$ cat src/rtl/car_led_decoder.sv
// car_led_decoder: recovers the driver command from the two 3-bit tail-light
// patterns seen on the rear-light bus, and flags illegal or broken sequences.
//
// Optional feature macro: CAR_LED_DEC_HOLD_EN
//   When defined, an unmatched decision keeps the last valid mode for up to HOLD cycles.
//   When undefined, an unmatched decision drives mode=7 on the same edge.
//
// Ports:
//   clk            in   system clock, rising edge
//   reset          in   synchronous active-low reset
//   led_left       in   [2:0] left lamp pattern (bit0=a, bit1=b, bit2=c)
//   led_right      in   [2:0] right lamp pattern
//   mode           out  [2:0] decoded command (0..6, 7 = unknown)
//   valid          out  mode != 7
//   left_det       out  mode in {1,4}
//   right_det      out  mode in {2,5}
//   brake_det      out  mode in {3,4,5}
//   emergency_det  out  mode == 6
//   error          out  one-cycle pulse on an illegal sample or both sides sweeping
//   error_cnt      out  [7:0] saturating count of error pulses
module car_led_decoder #(
    parameter int unsigned LOCK   = 4,
    parameter int unsigned STEADY = 2,
    parameter int unsigned HOLD   = 3
) (
    input  logic       clk,
    input  logic       reset,
    input  logic [2:0] led_left,
    input  logic [2:0] led_right,
    output logic [2:0] mode,
    output logic       valid,
    output logic       left_det,
    output logic       right_det,
    output logic       brake_det,
    output logic       emergency_det,
    output logic       error,
    output logic [7:0] error_cnt
);

`ifdef CAR_LED_DEC_HOLD_EN
    localparam int unsigned HOLD_MAX = HOLD;
`else
    localparam int unsigned HOLD_MAX = 0;
`endif

    localparam int unsigned LW = $clog2(LOCK + 1);
    localparam int unsigned SW = $clog2(STEADY + 1);
    localparam int unsigned HW = (HOLD_MAX < 1) ? 1 : $clog2(HOLD_MAX + 1);

    localparam logic [LW-1:0] LOCK_V   = LW'(LOCK);
    localparam logic [SW-1:0] STEADY_V = SW'(STEADY);
    localparam logic [HW-1:0] HOLD_V   = HW'(HOLD_MAX);

    localparam logic [2:0] P_OFF = 3'b000;
    localparam logic [2:0] P_ONE = 3'b001;
    localparam logic [2:0] P_TWO = 3'b011;
    localparam logic [2:0] P_ALL = 3'b111;

    localparam logic [2:0] M_STRAIGHT = 3'd0;
    localparam logic [2:0] M_LEFT     = 3'd1;
    localparam logic [2:0] M_RIGHT    = 3'd2;
    localparam logic [2:0] M_BRAKE    = 3'd3;
    localparam logic [2:0] M_LBRAKE   = 3'd4;
    localparam logic [2:0] M_RBRAKE   = 3'd5;
    localparam logic [2:0] M_EMERG    = 3'd6;
    localparam logic [2:0] M_UNKNOWN  = 3'd7;

    function automatic logic is_legal(input logic [2:0] p);
        return (p == P_OFF) || (p == P_ONE) || (p == P_TWO) || (p == P_ALL);
    endfunction

    // OFF or ALL: the only patterns that can be held steady or toggled
    function automatic logic is_end(input logic [2:0] p);
        return (p == P_OFF) || (p == P_ALL);
    endfunction

    function automatic logic is_succ(input logic [2:0] prev, input logic [2:0] cur);
        return (prev == P_OFF && cur == P_ONE) || (prev == P_ONE && cur == P_TWO) ||
               (prev == P_TWO && cur == P_ALL) || (prev == P_ALL && cur == P_OFF);
    endfunction

    function automatic logic [LW-1:0] sweep_next(input logic [2:0] prev, input logic [2:0] cur,
                                                 input logic [LW-1:0] cnt);
        if (!is_succ(prev, cur)) return '0;
        return (cnt >= LOCK_V) ? LOCK_V : cnt + LW'(1);
    endfunction

    function automatic logic [SW-1:0] steady_next(input logic [2:0] prev, input logic [2:0] cur,
                                                  input logic [SW-1:0] cnt);
        if (!is_end(cur)) return '0;
        if (cur != prev) return SW'(1);
        return (cnt >= STEADY_V) ? STEADY_V : cnt + SW'(1);
    endfunction

    // Tracker state
    logic [2:0]    prev_l_q, prev_r_q;
    logic [LW-1:0] sw_l_q, sw_r_q, sw_l_d, sw_r_d, em_q, em_d;
    logic [SW-1:0] st_l_q, st_r_q, st_l_d, st_r_d;
    logic          error_q, error_d;
    logic [7:0]    error_cnt_q, error_cnt_d;

    // Output state
    logic [2:0]    mode_q, mode_d, dec;
    logic [HW-1:0] hold_q, hold_d;
    logic [3:0]    det_q, det_d;  // {emergency, brake, right, left}

    always_comb begin
        sw_l_d = sweep_next(prev_l_q, led_left, sw_l_q);
        sw_r_d = sweep_next(prev_r_q, led_right, sw_r_q);
        st_l_d = steady_next(prev_l_q, led_left, st_l_q);
        st_r_d = steady_next(prev_r_q, led_right, st_r_q);

        em_d = '0;
        if (led_left == led_right && is_end(led_left) &&
            led_left != prev_l_q && led_right != prev_r_q) begin
            em_d = (em_q >= LOCK_V) ? LOCK_V : em_q + LW'(1);
        end

        error_d = !is_legal(led_left) || !is_legal(led_right) ||
                  (sw_l_d >= LOCK_V && sw_r_d >= LOCK_V);
        error_cnt_d = (error_d && error_cnt_q != 8'hFF) ? error_cnt_q + 8'd1 : error_cnt_q;
    end

    // Decision uses the registered trackers, giving one cycle of latency to mode
    always_comb begin
        logic l_sweep, r_sweep, l_off, l_all, r_off, r_all;
        l_sweep = sw_l_q >= LOCK_V;
        r_sweep = sw_r_q >= LOCK_V;
        l_off   = st_l_q >= STEADY_V && prev_l_q == P_OFF;
        l_all   = st_l_q >= STEADY_V && prev_l_q == P_ALL;
        r_off   = st_r_q >= STEADY_V && prev_r_q == P_OFF;
        r_all   = st_r_q >= STEADY_V && prev_r_q == P_ALL;

        dec = M_UNKNOWN;
        if (em_q >= LOCK_V)          dec = M_EMERG;
        else if (l_sweep && r_off)   dec = M_LEFT;
        else if (l_sweep && r_all)   dec = M_LBRAKE;
        else if (r_sweep && l_off)   dec = M_RIGHT;
        else if (r_sweep && l_all)   dec = M_RBRAKE;
        else if (l_off && r_off)     dec = M_STRAIGHT;
        else if (l_all && r_all)     dec = M_BRAKE;

        mode_d = dec;
        hold_d = '0;
        if (error_q) begin
            mode_d = M_UNKNOWN;
        end else if (HOLD_MAX != 0 && dec == M_UNKNOWN && mode_q != M_UNKNOWN &&
                     hold_q != HOLD_V) begin
            mode_d = mode_q;
            hold_d = hold_q + HW'(1);
        end

        det_d[0] = (mode_d == M_LEFT) || (mode_d == M_LBRAKE);
        det_d[1] = (mode_d == M_RIGHT) || (mode_d == M_RBRAKE);
        det_d[2] = (mode_d == M_BRAKE) || (mode_d == M_LBRAKE) || (mode_d == M_RBRAKE);
        det_d[3] = (mode_d == M_EMERG);
    end

    always_ff @(posedge clk) begin
        if (!reset) begin
            prev_l_q    <= P_OFF;
            prev_r_q    <= P_OFF;
            sw_l_q      <= '0;
            sw_r_q      <= '0;
            st_l_q      <= '0;
            st_r_q      <= '0;
            em_q        <= '0;
            error_q     <= 1'b0;
            error_cnt_q <= '0;
            mode_q      <= M_UNKNOWN;
            hold_q      <= '0;
            det_q       <= '0;
        end else begin
            prev_l_q    <= led_left;
            prev_r_q    <= led_right;
            sw_l_q      <= sw_l_d;
            sw_r_q      <= sw_r_d;
            st_l_q      <= st_l_d;
            st_r_q      <= st_r_d;
            em_q        <= em_d;
            error_q     <= error_d;
            error_cnt_q <= error_cnt_d;
            mode_q      <= mode_d;
            hold_q      <= hold_d;
            det_q       <= det_d;
        end
    end

    assign mode          = mode_q;
    assign valid         = (mode_q != M_UNKNOWN);
    assign left_det      = det_q[0];
    assign right_det     = det_q[1];
    assign brake_det     = det_q[2];
    assign emergency_det = det_q[3];
    assign error         = error_q;
    assign error_cnt     = error_cnt_q;

endmodule

$ cat config.mk
export PLATFORM = sky130hd
export DESIGN_NAME = car_led_decoder
export DESIGN_NICKNAME = d
export VERILOG_FILES = /design/src/rtl/car_led_decoder.sv
export SDC_FILE = /design/constraint.sdc
export NUM_CORES = 1
export LEC_CHECK = 0
export ABC_AREA = 1
export CAP_MARGIN = 10
export CORE_MARGIN = 5
export CORE_UTILIZATION = 50
export DETAILED_ROUTE_END_ITERATION = 12
export GPL_TIMING_DRIVEN = 0
export PLACE_DENSITY = 0.86
export SLEW_MARGIN = 20
export SYNTH_ARGS = -nofsm -noshare
export SYNTH_HDL_FRONTEND = slang
export SYNTH_SLANG_ARGS = --single-unit
$ cat constraint.sdc
create_clock -name clk -period 4.3 [get_ports clk]
set_clock_uncertainty 0.2 [all_clocks]
set_input_delay 0.43 -clock clk [delete_from_list [all_inputs] [get_ports clk]]
set_output_delay 0.43 -clock clk [all_outputs]
set_load 0.05 [all_outputs]
== After elaboration in Yosys (flattened, before gate mapping) ==
Cells that the tools add are included.
Word-level totals
  flip-flop bits (word level): 35
  bits of input ports: 8
  output and inout bits: 17
  logic and storage cells: 128
Operators by class
  $add $sub $neg: 6
  order comparisons: 7
  equal/unequal tests: 23
  mux-type cells: 27
  bitwise logic cells: 2
  reductions and logical operators: 51
Operators with widths (count)
  $mux 3: 13
  $logic_and 1x1->1: 23
  $eq 3x3->1 const B: 7
  $logic_or 1x1->1: 20
  $mux 2: 10
  $eq 3x2->1 const B: 6
  $eq 3x1->1 const B: 5
  $ge 3x3->1 const B: 5
  $logic_not 3->1: 4
  $add 3x1->3 const B: 3
  $add 8x1->8 const B: 1
  $ne 8x8->1 const B: 1
  $ne 3x3->1: 2
  $add 2x1->2 const B: 2
  $ge 2x2->1 const B: 2
  $mux 1: 4
  $eq 3x3->1: 1
  $ne 3x3->1 const B: 1
  $reduce_or 3->1: 1
  $logic_not 1->1: 2
  $not 1->1: 2
  $reduce_and 2->1: 1

== Logic depth before layout (Yosys ltp) ==
Gate-level depths: netlist of the first run.
  word-level depth: 14
  mapped depth: 14
  gate-level depth less buffers: 12

== Worst setup path before layout of the first run ==
OpenSTA, ideal clock, no wires.
  path type: reg2reg
  start point: register error_cnt_q[0] (netlist: error_cnt[0])
  end point: register error_cnt_q[5] (netlist: error_cnt[5])
  data arrival time: 1.837 ns
  setup slack: 2.193 ns
  cell stages (with the launch flop): 8
  path buffers: 0
  cell sequence: dfxtp_1 ha_1 nand2_1 nor3b_1 nand2_2 nand2_1 nand2_1 a21oi_1
On the way
  word-level cells in the longest chain between the ends: 2
  elaborated cells on any way between the ends: 3
Ends and longest elaborated chain
  start: declaration: line 100  | logic [7:0] error_cnt_q, error_cnt_d;
  start signal: assignment: line 182  | error_cnt_q <= error_cnt_d;
  branches (longest 2 deep; another with $add 8x1->8)
Parallel ways; which one is timed is not known.
A chain may end at the register's enable or synchronous reset.

== Final worst setup path of the first run ==
  start point: register error_cnt_q[5] (netlist: error_cnt[5])
  end point: output port error_cnt[5]
RTL lines
  end: declaration: line 37  | output logic [7:0] error_cnt
No word-level cell between the ends.

==> flow_summary.ini, run 1 <==
[setup_path]
reg2reg_slack_ns = 2.26
crit-reg2reg-capture = error_cnt[1]$_SDFFE_PN0P_
cp_num_buf_inv = 1
cp_data_required_time_ns = 3.67
worstSetupPathType = flop to output port
timing.critical_path.fanout_max = 5
cpMaxStageDelayCell = sky130_fd_sc_hd__clkdlybuf4s50_1
rr_startpoint = error_cnt[0]$_SDFFE_PN0P_
end_kind = output port
launching_element_type_of_the_critical_path = flop
critical_path.cell_chain = clkdlybuf4s50_1
critical_path_arrival_ns = 1.61
reg2reg_depth = 7
cpPeakStageDelay_ns = 0.83
cpLargestDelayFamily = buffers and inverters

[timing]
slew_viols_final = 0
clock.fmax_ghz = 0.4461
fin_worst_hold_slack_ns = 0.1082
min_period_over_period = 0.5214
grt_setup_unrepaired = false
report.final.setup_viol = 0
actual_slew_at_the_worst_max_slew_pin_ns = 0.5293
final_hold_violating_endpoints = 0
setup-tns-final_ns = 0
slew-limit-headroom = 0.6471
finalCriticalPeriod_ns = 2.242

[synthesis]
synth.cell_area_sq_um = 1810
ys_top_cells_by_count = sky130_fd_sc_hd__nand2_1, sky130_fd_sc_hd__dfxtp_1, sky130_fd_sc_hd__inv_1
synth_sequential_area_ratio = 0.3870
avgSynthCellArea_sq_um = 7.300
yosysTopAreaCell = sky130_fd_sc_hd__dfxtp_1
largest_family_of_logic_cells_by_synthesized_area = simple AND/OR/NAND/NOR gates
postSynth.asyncResetShare = 0
synth.area.top_cells = sky130_fd_sc_hd__dfxtp_1, sky130_fd_sc_hd__nand2_1, sky130_fd_sc_hd__inv_1
synth_nets = 263
ys_warn_count = 0
post_synth_and_or_nand_nor_area_fraction = 0.3089
ys_ff_latch = 35
number_of_synthesized_flops_with_an_enable_pin = 0
yosysTopAreaCellShare = 0.3870
syn_inst = 248
synth-compound-area-share = 0.06842
yosys.cell_count.top_type = sky130_fd_sc_hd__nand2_1
synthMuxAreaShare = 0
post_synth_fa_ha_maj_area_fraction = 0.04838
synth-xor-area-share = 0.06773
ys_types = 29
dominant_register_cell_in_the_synthesized_netlist = sky130_fd_sc_hd__dfxtp_1

[die]
floorplan.initialDensity = 0.5300
rows = 21
fp.dieArea_sq_um = 4925
placeableCoreArea_sq_um = 3416
dieWidth_um = 70.18
die_h_um = 70.18
io_pins = 25

[routing]
vias_per_cell = 4.931
detailroute.via_count = 1578
ant_nets = 0
firstDrtPassIters = 4
routedWlPerCell_um = 11.04
drt-total-wl_mm = 3.533
remaining_drc_errors = 0
initialDrtViolationCount = 51

[finish]
num_antenna_cells = 0
fill_cells = 331
drive_above_1_share = 0.08759
flow.area_growth_from_synthesis_pct = 16.93
final_net_count = 288

[clocking]
ctsResizeCount = 0
insertion_delay_ns = 0.35
cts_tree = yes
clock_sink_count = 35
cts_setup_buffers = 0
max-clock-path-buffers = 2
cts_buf_count = 5
htreeDepth = 2
clk_pin_slew_worst_paths_ns = 0.12
clock-root-buffer = sky130_fd_sc_hd__clkbuf_4
cts_hold_buf = 0

[placed_design]
dp.final_hpwl_mm = 2.671
final_estimated_routing_congestion_in_global_placement = 0.8015
port-buffer-count = 18

[grt]
grt_first_pass_wirelength_mm = 6.065
globalRouteTotalUtil = 0.1528
grt_remaining_overflow = 0
grt_antenna_before_repair = 0
maximum_number_of_pins_on_one_net_before_global_route_repair = 11
first_global_vias = 1471

[min_path]
hold_path_cells = 3
start_point_of_the_worst_hold_path = led_right[2]
worst_hold_path_type = input pin to flop
worst_hold_path.endpoint = prev_r_q[2]$_SDFF_PN0_

[power]
leakage_power_figure_nw = 0.9894
power_density_nw_per_um2 = 295.5
finalPower_mw = 0.6255
peakVddDrop_mv = 0.2390

[flow_run]
max_cap_violations = 0

[outcome]
outcome = finished clean
worst max-delay path by stage:
stage | from | endpoint | slack (ns) | cells after the start
after global placement | led_right[1] | error_cnt[7]$_SDFFE_PN0P_ | 2.01 | 12
after CTS | error_cnt[5]$_SDFFE_PN0P_ | error_cnt[5] | 2.05 | 1
after detailed placement | led_right[1] | error_cnt[1]$_SDFFE_PN0P_ | 1.94 | 13
after global routing | error_cnt[5]$_SDFFE_PN0P_ | error_cnt[5] | 2.00 | 1
final | error_cnt[5]$_SDFFE_PN0P_ | error_cnt[5] | 2.06 | 1
after floorplan | error_cnt[0]$_SDFFE_PN0P_ | error_cnt[5]$_SDFFE_PN0P_ | 2.19 | 7
cells in the final DEF (no fill, tap or decap):
cell	Yosys	final
sky130_fd_sc_hd__o21bai_1	1	1
sky130_fd_sc_hd__nand2_1	50	50
sky130_fd_sc_hd__clkdlybuf4s50_1	0	18
sky130_fd_sc_hd__dlymetal6s2s_1	1	1
sky130_fd_sc_hd__nor3b_1	1	1
sky130_fd_sc_hd__ha_1	7	7
sky130_fd_sc_hd__nand2_2	4	4
sky130_fd_sc_hd__o211a_1	1	1
sky130_fd_sc_hd__a21oi_2	1	1
sky130_fd_sc_hd__xor2_1	14	14
sky130_fd_sc_hd__nor2_1	29	29
sky130_fd_sc_hd__nand3_1	23	23
sky130_fd_sc_hd__nor4_1	3	3
sky130_fd_sc_hd__nand3_2	1	1
sky130_fd_sc_hd__dfxtp_1	35	35
sky130_fd_sc_hd__buf_6	3	3
sky130_fd_sc_hd__o21a_1	1	1
sky130_fd_sc_hd__a21oi_1	14	14
sky130_fd_sc_hd__nand4_1	3	3
sky130_fd_sc_hd__o21ai_0	4	4
sky130_fd_sc_hd__nor3_1	5	5
sky130_fd_sc_hd__clkbuf_4	0	5
sky130_fd_sc_hd__inv_2	1	1
sky130_fd_sc_hd__clkbuf_1	2	3
sky130_fd_sc_hd__nor3_2	1	1
sky130_fd_sc_hd__inv_1	35	35
sky130_fd_sc_hd__nor2_4	1	1
sky130_fd_sc_hd__buf_4	3	3
sky130_fd_sc_hd__clkbuf_8	0	2
sky130_fd_sc_hd__nand3b_1	2	2
sky130_fd_sc_hd__clkinv_2	1	1
sky130_fd_sc_hd__or2_2	1	1
metrics by stage:
| stage | cells | util | cell area [sq um] | setup WS (ns) |
|---|---|---|---|---|
| finish | 320 | 0.6198 | 2117 | 2.058 |
| global route | 320 | 0.6198 | 2117 | 2.000 |
| CTS | 320 | 0.6198 | 2117 | 2.052 |
| detailed placement | 312 | 0.5996 | 2048 | 1.941 |
| global placement | 312 | 0.5996 | 2048 | 2.015 |
| floorplan | 248 | - | 1810 | 2.193 |
logic make-up after synthesis:
kind of cell	Yosys count
XOR/XNOR	14
adder cells (fa/ha/maj)	7
AND/OR/NAND/NOR	124
flip-flops	35
AO/OA/AOI/OAI	22
buffers and inverters	46
where the power goes:
| part | switching, mW | internal, mW |
|---|---|---|
| Sequential | 0.00856 | 0.332 |
| Combinational | 0.0490 | 0.0285 |
| Clock | 0.111 | 0.0962 |
routing by layer:
layer	wire (um)	GRT usage	vias up	share of wire
li1	-	-	823	-
met1	1644	0.1691	723	0.47
met2	1679	0.2623	27	0.48
met3	132	0.03300	5	0.037
met4	77	0.09787	0	0.022
met5	0	0	-	0
layout make-up:
class,instances,area (sq um),area share
Sequential cell,35,700.7,0.3310
Clock buffer,8,68.82,0.03251
Inverter,37,140.1,0.06619
Buffer,9,76.32,0.03605
Tap cell,46,57.56,0.02719
Multi-Input combinational cell,167,893.4,0.4220
Timing Repair Buffer,18,180.2,0.08511
state kept, by name, summed over array words and instances (netlist names), 3 cells and up:
register / cells
sw_l_q: 3
em_q: 3
mode: 3
sw_r_q: 3
prev_r_q: 3
prev_l_q: 3
error_cnt: 8
det_q: 4
(Power assumes the default switching activity.)
==> run 2: changes to the inputs <==
- CORE_UTILIZATION: 50 -> 49
- PLACE_DENSITY: 0.86 -> 0.87
- clock period: 4.3 -> 1.79 ns (I/O delays scaled with it)
==> flow_summary.ini, run 2 (synthesized netlist as in run 1, its figures left out) <==
[outcome]
outcome = finished clean

[die]
io_pins = 25
rows = 22
fp.dieArea_sq_um = 5011
die_h_um = 70.79
placeableCoreArea_sq_um = 3633
floorplan.initialDensity = 0.4983
dieWidth_um = 70.79

[finish]
layout.core_utilization = 0.6315
num_antenna_cells = 0
mostFrequentLayoutCells = sky130_fd_sc_hd__nand2_1, sky130_fd_sc_hd__inv_1, sky130_fd_sc_hd__dfxtp_1
layout.cells.most_common = sky130_fd_sc_hd__nand2_1
fill_cells = 310
finalNonFillerCells = 330
drive_above_1_share = 0.1596
final_net_count = 296
flow.area_growth_from_synthesis_pct = 26.74
flip_flop_count_of_the_largest_register_all_copies_and_words_added = 8

[routing]
drt-total-wl_mm = 3.652
firstDrtPassIters = 4
vias_per_cell = 4.882
initialDrtViolationCount = 65
remaining_drc_errors = 0
detailroute.via_count = 1611
ant_nets = 0
routedWlPerCell_um = 11.07

[setup_path]
cpLargestDelayFamily = simple AND/OR/NAND/NOR gates
critical_path.cell_chain = ha_1 -> or2_2 -> nand2_2 -> inv_2 -> nand2_2 -> nand2_4 -> buf_6 -> a21oi_1 -> nor2_1
end_kind = flop
worstSetupPathType = flop to flop
reg2reg_depth = 9
path_common_cell = sky130_fd_sc_hd__nand2_2
cp_num_buf_inv = 2
cp_data_required_time_ns = 1.78
cp_num_cells = 9
cpPeakStageDelay_ns = 0.33
launching_element_type_of_the_critical_path = flop
timing.critical_path.fanout_max = 5
critical_path_arrival_ns = 1.69
cpMaxStageDelayCell = sky130_fd_sc_hd__dfxtp_1

[timing]
slew-limit-headroom = 0.6350
finalWorstSetupSlack_ns = 0.08683
setup-tns-final_ns = 0
finalCriticalPeriod_ns = 1.703
actual_slew_at_the_worst_max_slew_pin_ns = 0.5475
grt_setup_unrepaired = true
min_period_over_period = 0.9515
final_hold_violating_endpoints = 0
report.final.setup_viol = 0
clock.fmax_ghz = 0.5871
slew_viols_final = 0

[clocking]
clock-root-buffer = sky130_fd_sc_hd__clkbuf_8
clk_pin_slew_worst_paths_ns = 0.07
insertion_delay_ns = 0.29
cts_tree = yes
cts_buf_count = 5
clock_sink_count = 35
htreeDepth = 2
max-clock-path-buffers = 2

[grt]
first_global_vias = 1456
grt_antenna_before_repair = 0
grt_remaining_overflow = 0
grt_first_pass_wirelength_mm = 6.051
maximum_number_of_pins_on_one_net_before_global_route_repair = 11
globalRouteTotalUtil = 0.1520

[min_path]
hold_path_cells = 3
worst_hold_path_type = input pin to flop

[flow_run]
max_cap_violations = 0

[power]
peakVddDrop_mv = 0.4409
leakage_power_figure_nw = 1.181
finalPower_mw = 1.645
power_density_nw_per_um2 = 716.7

[placed_design]
dp.final_hpwl_mm = 2.569
final_estimated_routing_congestion_in_global_placement = 0.8704
dp_cell_count = 314
dpl_worst_slack_ns = -0.2700
port-buffer-count = 18
[run 2: changes by cell type in the layout (fill, tap and decap cells not counted), sizes merged]
cell,previous run,this run
dlygate4sd2,0,13
clkdlybuf4s50,18,0
buf,6,9
dlymetal6s2s,1,6
dlygate4sd3,0,4
dlymetal6s4s,0,1
[run 2: area by class of cell]
| cell class | instances | area [sq um] | area share |
|---|---|---|---|
| Clock buffer | 8 | 100.1 | 0.04362 |
| Sequential cell | 35 | 716.9 | 0.3124 |
| Inverter | 37 | 140.1 | 0.06107 |
| Buffer | 9 | 80.08 | 0.03490 |
| Multi-Input combinational cell | 167 | 929.6 | 0.4051 |
| Tap cell | 48 | 60.06 | 0.02617 |
| Timing Repair Buffer | 26 | 267.8 | 0.1167 |
[run 2: where the power goes]
group | switching [mW] | internal, mW | leakage (nW) | total (mW)
logic | 0.124 | 0.0768 | 0.840 | 0.201
clock network | 0.271 | 0.351 | 0.0515 | 0.622
registers | 0.0212 | 0.801 | 0.289 | 0.822
[run 2: worst paths after layout]
kind | startpoint | endpoint | slack, ns
max | sw_r_q[0]$_SDFF_PN0_ | error_cnt[0]$_SDFFE_PN0P_ | 0.09
min | led_right[1] | prev_r_q[1]$_SDFF_PN0_ | 0.02
max reg2reg | sw_r_q[0]$_SDFF_PN0_ | error_cnt[0]$_SDFFE_PN0P_ | 0.09
min reg2reg | em_q[0]$_SDFF_PP0_ | em_q[0]$_SDFF_PP0_ | 0.24
[run 2: what timing repair did]
| action | 4_1_cts | 5_1_grt |
|---|---|---|
| pin swaps | 0 | 9 |
| setup buffers | 0 | 2 |
| hold endpoints to repair | 5 | 0 |
| gates resized for setup | 13 | 22 |
| gates cloned | 0 | 1 |
| hold buffers | 5 | 0 |
| endpoints found under the setup margin | 13 | 18 |
[run 2: layer usage]
layer	vias to the layer above	global-route usage	wire length, um	part of all wire
met4	0	0.08559	104	0.028
met3	8	0.04403	165	0.045
met1	730	0.1707	1604	0.44
met2	34	0.2564	1777	0.49
li1	839	-	-	-
met5	-	0	0	0
[run 2: through the flow]
stage                     hold WS, ns  cell area, sq um
after floorplan               0.07245              1828
after global placement         0.1965              2068
after detailed placement       0.2094              2068
after CTS                     0.06786              2202
after global routing          0.03898              2295
final                         0.02307              2295
[run 2: worst min-delay path, cell delays in order]
cell and delay [ns]:
sky130_fd_sc_hd__dlymetal6s2s_1 0.18, sky130_fd_sc_hd__nand2_1 0.08, sky130_fd_sc_hd__inv_1 0.03
==> run 3: changes to the inputs <==
- ABC_CLOCK_PERIOD_IN_PS: default -> 1790
==> results of run 3 <==
Same layout as run 2: the final DEF is identical, and so are final timing and power.
